**src/rtl/delay_pkg.sv**
```systemverilog
// Shared definitions for the millisecond delay timer: FSM state encoding,
// default parameter values and the prescaler width helper.
package delay_pkg;

    // Timer FSM: IDLE holds everything cleared, COUNT paces intervals.
    typedef enum logic {
        IDLE  = 1'b0,
        COUNT = 1'b1
    } state_t;

    // 100 MHz system clock -> 100000 cycles per millisecond.
    localparam int DLY_DEFAULT_MOD   = 100000;
    localparam int DLY_DEFAULT_MBITS = 4;

    // Width of a counter that must hold 0 .. m-1; never narrower than 1 bit.
    function automatic int presc_width(input int m);
        return (m <= 2) ? 1 : $clog2(m);
    endfunction

endpackage : delay_pkg

```
**src/rtl/ms_prescaler.sv**
```systemverilog
// Divides clk by mod while enabled. tick is high on the edge where the
// counter wraps from mod-1 back to 0, i.e. once every mod enabled edges.
module ms_prescaler
    import delay_pkg::*;
#(
    parameter int mod = DLY_DEFAULT_MOD
) (
    input  logic clk,
    input  logic rst,   // asynchronous, active-low
    input  logic clr,   // synchronous return to zero, wins over en
    input  logic en,
    output logic tick
);

    localparam int              W    = presc_width(mod);
    localparam logic [W-1:0]    LAST = W'(mod - 1);

    logic [W-1:0] cnt_q;
    logic [W-1:0] cnt_d;

    // Next-count and wrap detection.
    // NOTE: every signal assigned in always_comb gets a default first so no
    // path leaves it unassigned and no latch is inferred.
    always_comb begin
        cnt_d = cnt_q;
        tick  = 1'b0;
        if (clr) begin
            cnt_d = '0;
        end else if (en) begin
            if (cnt_q == LAST) begin
                cnt_d = '0;
                tick  = 1'b1;
            end else begin
                cnt_d = cnt_q + W'(1);
            end
        end
    end

    // Prescaler count register.
    // NOTE: state registers use non-blocking assignments so every flop samples
    // pre-edge values regardless of the order processes are evaluated in.
    always_ff @(posedge clk or negedge rst) begin
        if (!rst) begin
            cnt_q <= '0;
        end else begin
            cnt_q <= cnt_d;
        end
    end

endmodule : ms_prescaler

```
**src/rtl/delay.sv**
```systemverilog
// Programmable millisecond delay timer. While en is high it counts len ms
// (len latched from delay_ms, 0 meaning 1) and pulses finish for one cycle at
// the end of each interval, then immediately starts the next one. Dropping en
// abandons the interval; raising it again starts a fresh full interval.
module delay
    import delay_pkg::*;
#(
    parameter int mbits = DLY_DEFAULT_MBITS,
    parameter int mod   = DLY_DEFAULT_MOD
) (
    input  logic             clk,
    input  logic             rst,       // asynchronous, active-low
    input  logic             en,
    input  logic [mbits-1:0] delay_ms,
    output logic             finish
);

    state_t           state_q;
    state_t           state_d;
    logic [mbits-1:0] len_q;
    logic [mbits-1:0] len_d;
    logic [mbits-1:0] ms_cnt_q;
    logic [mbits-1:0] ms_cnt_d;
    logic             finish_q;
    logic             finish_d;

    logic             tick;
    logic             terminal;
    logic [mbits-1:0] delay_eff;

    // The prescaler runs on every enabled edge, including the IDLE->COUNT
    // latching edge, and is held at zero whenever en is low. The terminal edge
    // needs no explicit clear: it is always a wrap edge, so the count is
    // already returning to zero.
    ms_prescaler #(
        .mod (mod)
    ) u_prescaler (
        .clk  (clk),
        .rst  (rst),
        .clr  (!en),
        .en   (en),
        .tick (tick)
    );

    // Interval length to latch and end-of-interval detection. len is never 0
    // once latched, so len-1 cannot underflow and ms_cnt never overflows.
    always_comb begin
        delay_eff = (delay_ms == '0) ? mbits'(1) : delay_ms;
        terminal  = (state_q == COUNT) && en && tick &&
                    (ms_cnt_q == (len_q - mbits'(1)));
    end

    // FSM next state, length latch, ms counter and finish pulse.
    always_comb begin
        state_d  = state_q;
        len_d    = len_q;
        ms_cnt_d = ms_cnt_q;
        finish_d = 1'b0;
        case (state_q)
            IDLE: begin
                ms_cnt_d = '0;
                if (en) begin
                    len_d   = delay_eff;
                    state_d = COUNT;
                end
            end
            COUNT: begin
                if (!en) begin
                    // en wins even on what would have been the terminal edge.
                    ms_cnt_d = '0;
                    state_d  = IDLE;
                end else if (terminal) begin
                    // Pulse, restart counting and pick up any new length.
                    finish_d = 1'b1;
                    ms_cnt_d = '0;
                    len_d    = delay_eff;
                end else if (tick) begin
                    ms_cnt_d = ms_cnt_q + mbits'(1);
                end
            end
            default: begin
                ms_cnt_d = '0;
                state_d  = IDLE;
            end
        endcase
    end

    // State, length, ms counter and registered finish.
    always_ff @(posedge clk or negedge rst) begin
        if (!rst) begin
            state_q  <= IDLE;
            len_q    <= '0;
            ms_cnt_q <= '0;
            finish_q <= 1'b0;
        end else begin
            state_q  <= state_d;
            len_q    <= len_d;
            ms_cnt_q <= ms_cnt_d;
            finish_q <= finish_d;
        end
    end

    assign finish = finish_q;

endmodule : delay

```
**config.mk**
```make
export PLATFORM = sky130hd
export DESIGN_NAME = delay
export DESIGN_NICKNAME = d
export VERILOG_FILES = /design/src/rtl/delay_pkg.sv /design/src/rtl/ms_prescaler.sv /design/src/rtl/delay.sv
export SDC_FILE = /design/constraint.sdc
export NUM_CORES = 1
export LEC_CHECK = 0
export ABC_AREA = 1
export BUFFER_PORTS_ARGS = -buffer_cell sky130_fd_sc_hd__buf_2
export CORE_ASPECT_RATIO = 2
export CORE_MARGIN = 3
export CORE_UTILIZATION = 32
export CTS_CLUSTER_DIAMETER = 30
export DETAILED_ROUTE_END_ITERATION = 7
export GPL_ROUTABILITY_DRIVEN = 1
export SYNTH_ARGS = -nofsm -noshare
export SYNTH_HDL_FRONTEND = slang
export SYNTH_HIERARCHICAL = 1
export SYNTH_SLANG_ARGS = --single-unit
```
**constraint.sdc**
```tcl
create_clock -name clk -period 4.7 [get_ports clk]
set_clock_uncertainty 0.1 [all_clocks]
set_input_delay 0.235 -clock clk [delete_from_list [all_inputs] [get_ports clk]]
set_output_delay 0.235 -clock clk [all_outputs]
set_load 0.05 [all_outputs]
```
==> flow_metrics.env <==
export IMPL_n_antenna_cell=0
export IMPL_synth_seq_cells=27
export IMPL_vias=1544
export IMPL_async_flop_share_pct=100
export IMPL_htreeDepth=1
export IMPL_fmax_ghz=0.497
export IMPL_synth_edf_count=0
export IMPL_p_seq_share_pct=56.3
export IMPL_p_int_mw=0.321
export IMPL_yosysTopAreaCell="dfrtp_1"
export IMPL_portBuffers=7
export IMPL_fp_coreArea_um2=5230
export IMPL_yosys_top_cells_count="73 x nand2_1, 32 x nor2_1, 31 x inv_1, 27 x dfrtp_1, 24 x nand3_1"
export IMPL_fillCellCount=548
export IMPL_initial_core_util_pct=33.5
export IMPL_required_ns=4.82
export IMPL_io_pins=8
export IMPL_clock_power_share_pct=30.5
export IMPL_hold_buffers=1
export IMPL_hpwl_um=3130
export IMPL_gp_congestion=0.890
export IMPL_syn_nets=259
export IMPL_powerDensity_nw_per_um2=230
export IMPL_synth_seq_area_share_pct=38.5
export IMPL_setup_tns_ns=0
export IMPL_synth_cell_area_um2=1750
export IMPL_synthCells=249
export IMPL_crit_arrival_ns=2.13
export IMPL_nets=271
export IMPL_clk_pin_slew_ns=0.09
export IMPL_path_class="reg2reg"
export IMPL_clkSinkCount=27
export IMPL_period_needed_ns=2.01
export IMPL_grt_first_pass_wirelength_um=6800
export IMPL_area_growth_pct=8.84
export IMPL_drv_cap=0
export IMPL_post_drt_wl_per_cell_um=12.4
export IMPL_routed_wirelength_um=3950
export IMPL_yosys_cell_count_top_type="nand2_1"
export IMPL_ant_nets=0
export IMPL_cp_max_fo=6
export IMPL_power_leakage_nw=0.893
export IMPL_relSlewSlack_pct=58.8
export IMPL_die_w_um=58.4
export IMPL_fin_crit_sh_pct=42.8
export IMPL_synth_top_area_share_pct=38.5
export IMPL_endpoint_kind="register"
export IMPL_die_h_um=111
export IMPL_min_path_type="in2reg"
export IMPL_worst_slack_ns=2.69
export IMPL_clk_latency_ns=0.28
export IMPL_clock_root_buffer="clkbuf_8"
export IMPL_grt_pass1_vias=1522
export IMPL_rsz0062_at_grt="false"
export IMPL_syn_area_per_cell_um2=7.04
export IMPL_peakVddDrop_v=0.000134
export IMPL_ff2ff_setup_slack_ns=2.69
export IMPL_routed_via_density=4.86
export IMPL_finalSetupViolCount=0
export IMPL_fin_util_pct=36.5
export IMPL_finalHoldViolCount=0
export IMPL_antenna_found_initial=0
export IMPL_worst_slew_pin_slew_ns=0.618
export IMPL_worst_setup_path_start_kind="register"
export IMPL_combPwrFrac_pct=13.2
export IMPL_post_cts_buffers=0
export IMPL_drtIter0Drc=42
export IMPL_netSwitchingFraction_pct=26.9
export IMPL_cts_buffer_depth=2
export IMPL_cts_buffers=3
export IMPL_gr_total_overflow=0
export IMPL_dr_pass1_iters=4
export IMPL_cts_tree="yes"
export IMPL_grt_max_degree=28
export IMPL_drv_slew=0
export IMPL_dieArea_um2=6460
export IMPL_drcViolationCount=0
export IMPL_synth_warnings=6
export IMPL_outcome="finished, final reports clean"
export IMPL_gr_usage_all_layers_pct=13.5
export IMPL_cts_resized=0
export IMPL_yosysUniqueCellTypes=27
export IMPL_synth_main_ff_cell="dfrtp_1"
export IMPL_post_place_ws_ns=2.67
export IMPL_switching_power_mw=0.118
export IMPL_ys_top_cells_by_area="dfrtp_1 39%, nand2_1 16%, nand3_1 6.8%"
export IMPL_drive_gt1_share_pct=16.2
export IMPL_num_rows=37
## routing by layer
layer / GRT usage [%] / wire length, µm / vias to the layer above
met3: 1.86 / 71 / 11
met1: 13.5 / 1450 / 717
li1: - / - / 796
met2: 25.2 / 2300 / 20
met4: 6.97 / 133 / 0
met5: 0 / 0 / -
## per-stage QoR
step	total power [mW]	hold slack, ns	cells	area [µm²]
finish	0.439	0.0709	318	1910
global route	0.466	0.0736	318	1910
CTS	0.445	0.0706	318	1910
detailed placement	0.311	0.192	313	1850
global placement	0.309	0.184	313	1850
floorplan	0.292	-0.161	249	1750
## logic make-up (layout without fill, tap and decap cells)
| family | Yosys count | in the layout | share of synthesized area, % |
|---|---|---|---|
| buffers and inverters | 36 | 47 | 7.99 |
| xor gates and xnor gates | 8 | 8 | 3.99 |
| adders and majority gates | 3 | 3 | 2.14 |
| DFF | 27 | 27 | 38.5 |
| AOI/OAI and AO/OA | 12 | 12 | 4.14 |
| and+or+nand+nor | 163 | 163 | 43.2 |
## worst paths after layout
kind,startpoint,endpoint,depth (start not counted)
max in group asynchronous,rst,ms_cnt_q[1]$_DFFE_PN0P_,2
worst max-delay path,u_prescaler/cnt_q[0]$_DFFE_PN0P_,len_q[3]$_DFFE_PN0P_,13
worst max register to register,u_prescaler/cnt_q[0]$_DFFE_PN0P_,len_q[3]$_DFFE_PN0P_,13
worst min-delay path,delay_ms[1],len_q[1]$_DFFE_PN0P_,3
worst min register to register,u_prescaler/cnt_q[1]$_DFFE_PN0P_,u_prescaler/cnt_q[1]$_DFFE_PN0P_,2
min in group asynchronous,rst,finish$_DFF_PN0_,2
## cells in the final DEF, fill, tap and decap left out
master and instances:
nand2_1 73, nor2_1 32, inv_1 31, dfrtp_1 27, nand3_1 24, nor2_2 11
nand2_2 8, buf_2 7, xor2_1 5, o21ai_1 5, nand4_1 5, inv_2 3
xnor2_1 3, ha_1 3, clkbuf_8 3, nor2_4 3, a21oi_1 3, or2_2 2
nand3_4 1, nand2_4 1, nor3_1 1, clkbuf_1 1, dlygate4sd3_1 1, nor4_1 1
clkinv_2 1, a21oi_2 1, nand3b_1 1, a21boi_2 1, o21ai_0 1, a211oi_1 1
## registers in the layout, indices dropped and copies added (netlist names)
name               cells
finish                 1
len_q                  4
ms_cnt_q               4
state_q                1
u_prescaler/cnt_q     17
## worst max-delay path: stages, from the launching register on
cell and delay [ns]:
dfrtp_1 0.38, ha_1 0.18, nand2_1 0.13, nor2_4 0.14, inv_1 0.07, nor2_4 0.09, nand4_1 0.10, nor2_1 0.14
inv_1 0.05, nor2_1 0.24, nand3_4 0.15, nand2_4 0.09, nand2_1 0.05, nand2_1 0.05
## area by class of cell
class	count	area (µm²)	share of cell area [%]
Tap cell	58	72.6	3.80
Multi-Input combinational cell	186	938	49.1
Sequential cell	27	676	35.4
Timing Repair Buffer	8	45.0	2.36
Inverter	35	133	6.95
Clock buffer	4	45.0	2.36
## power groups by stage
stage / combinational, mW / sequential [mW] / clock [mW]
floorplan: 0.0419 / 0.250 / 0
global placement: 0.0571 / 0.252 / 0
detailed placement: 0.0585 / 0.252 / 0
CTS: 0.0594 / 0.248 / 0.138
global route: 0.0680 / 0.249 / 0.148
finish: 0.0580 / 0.247 / 0.134
Note: power is estimated with default switching activity, not from simulation.
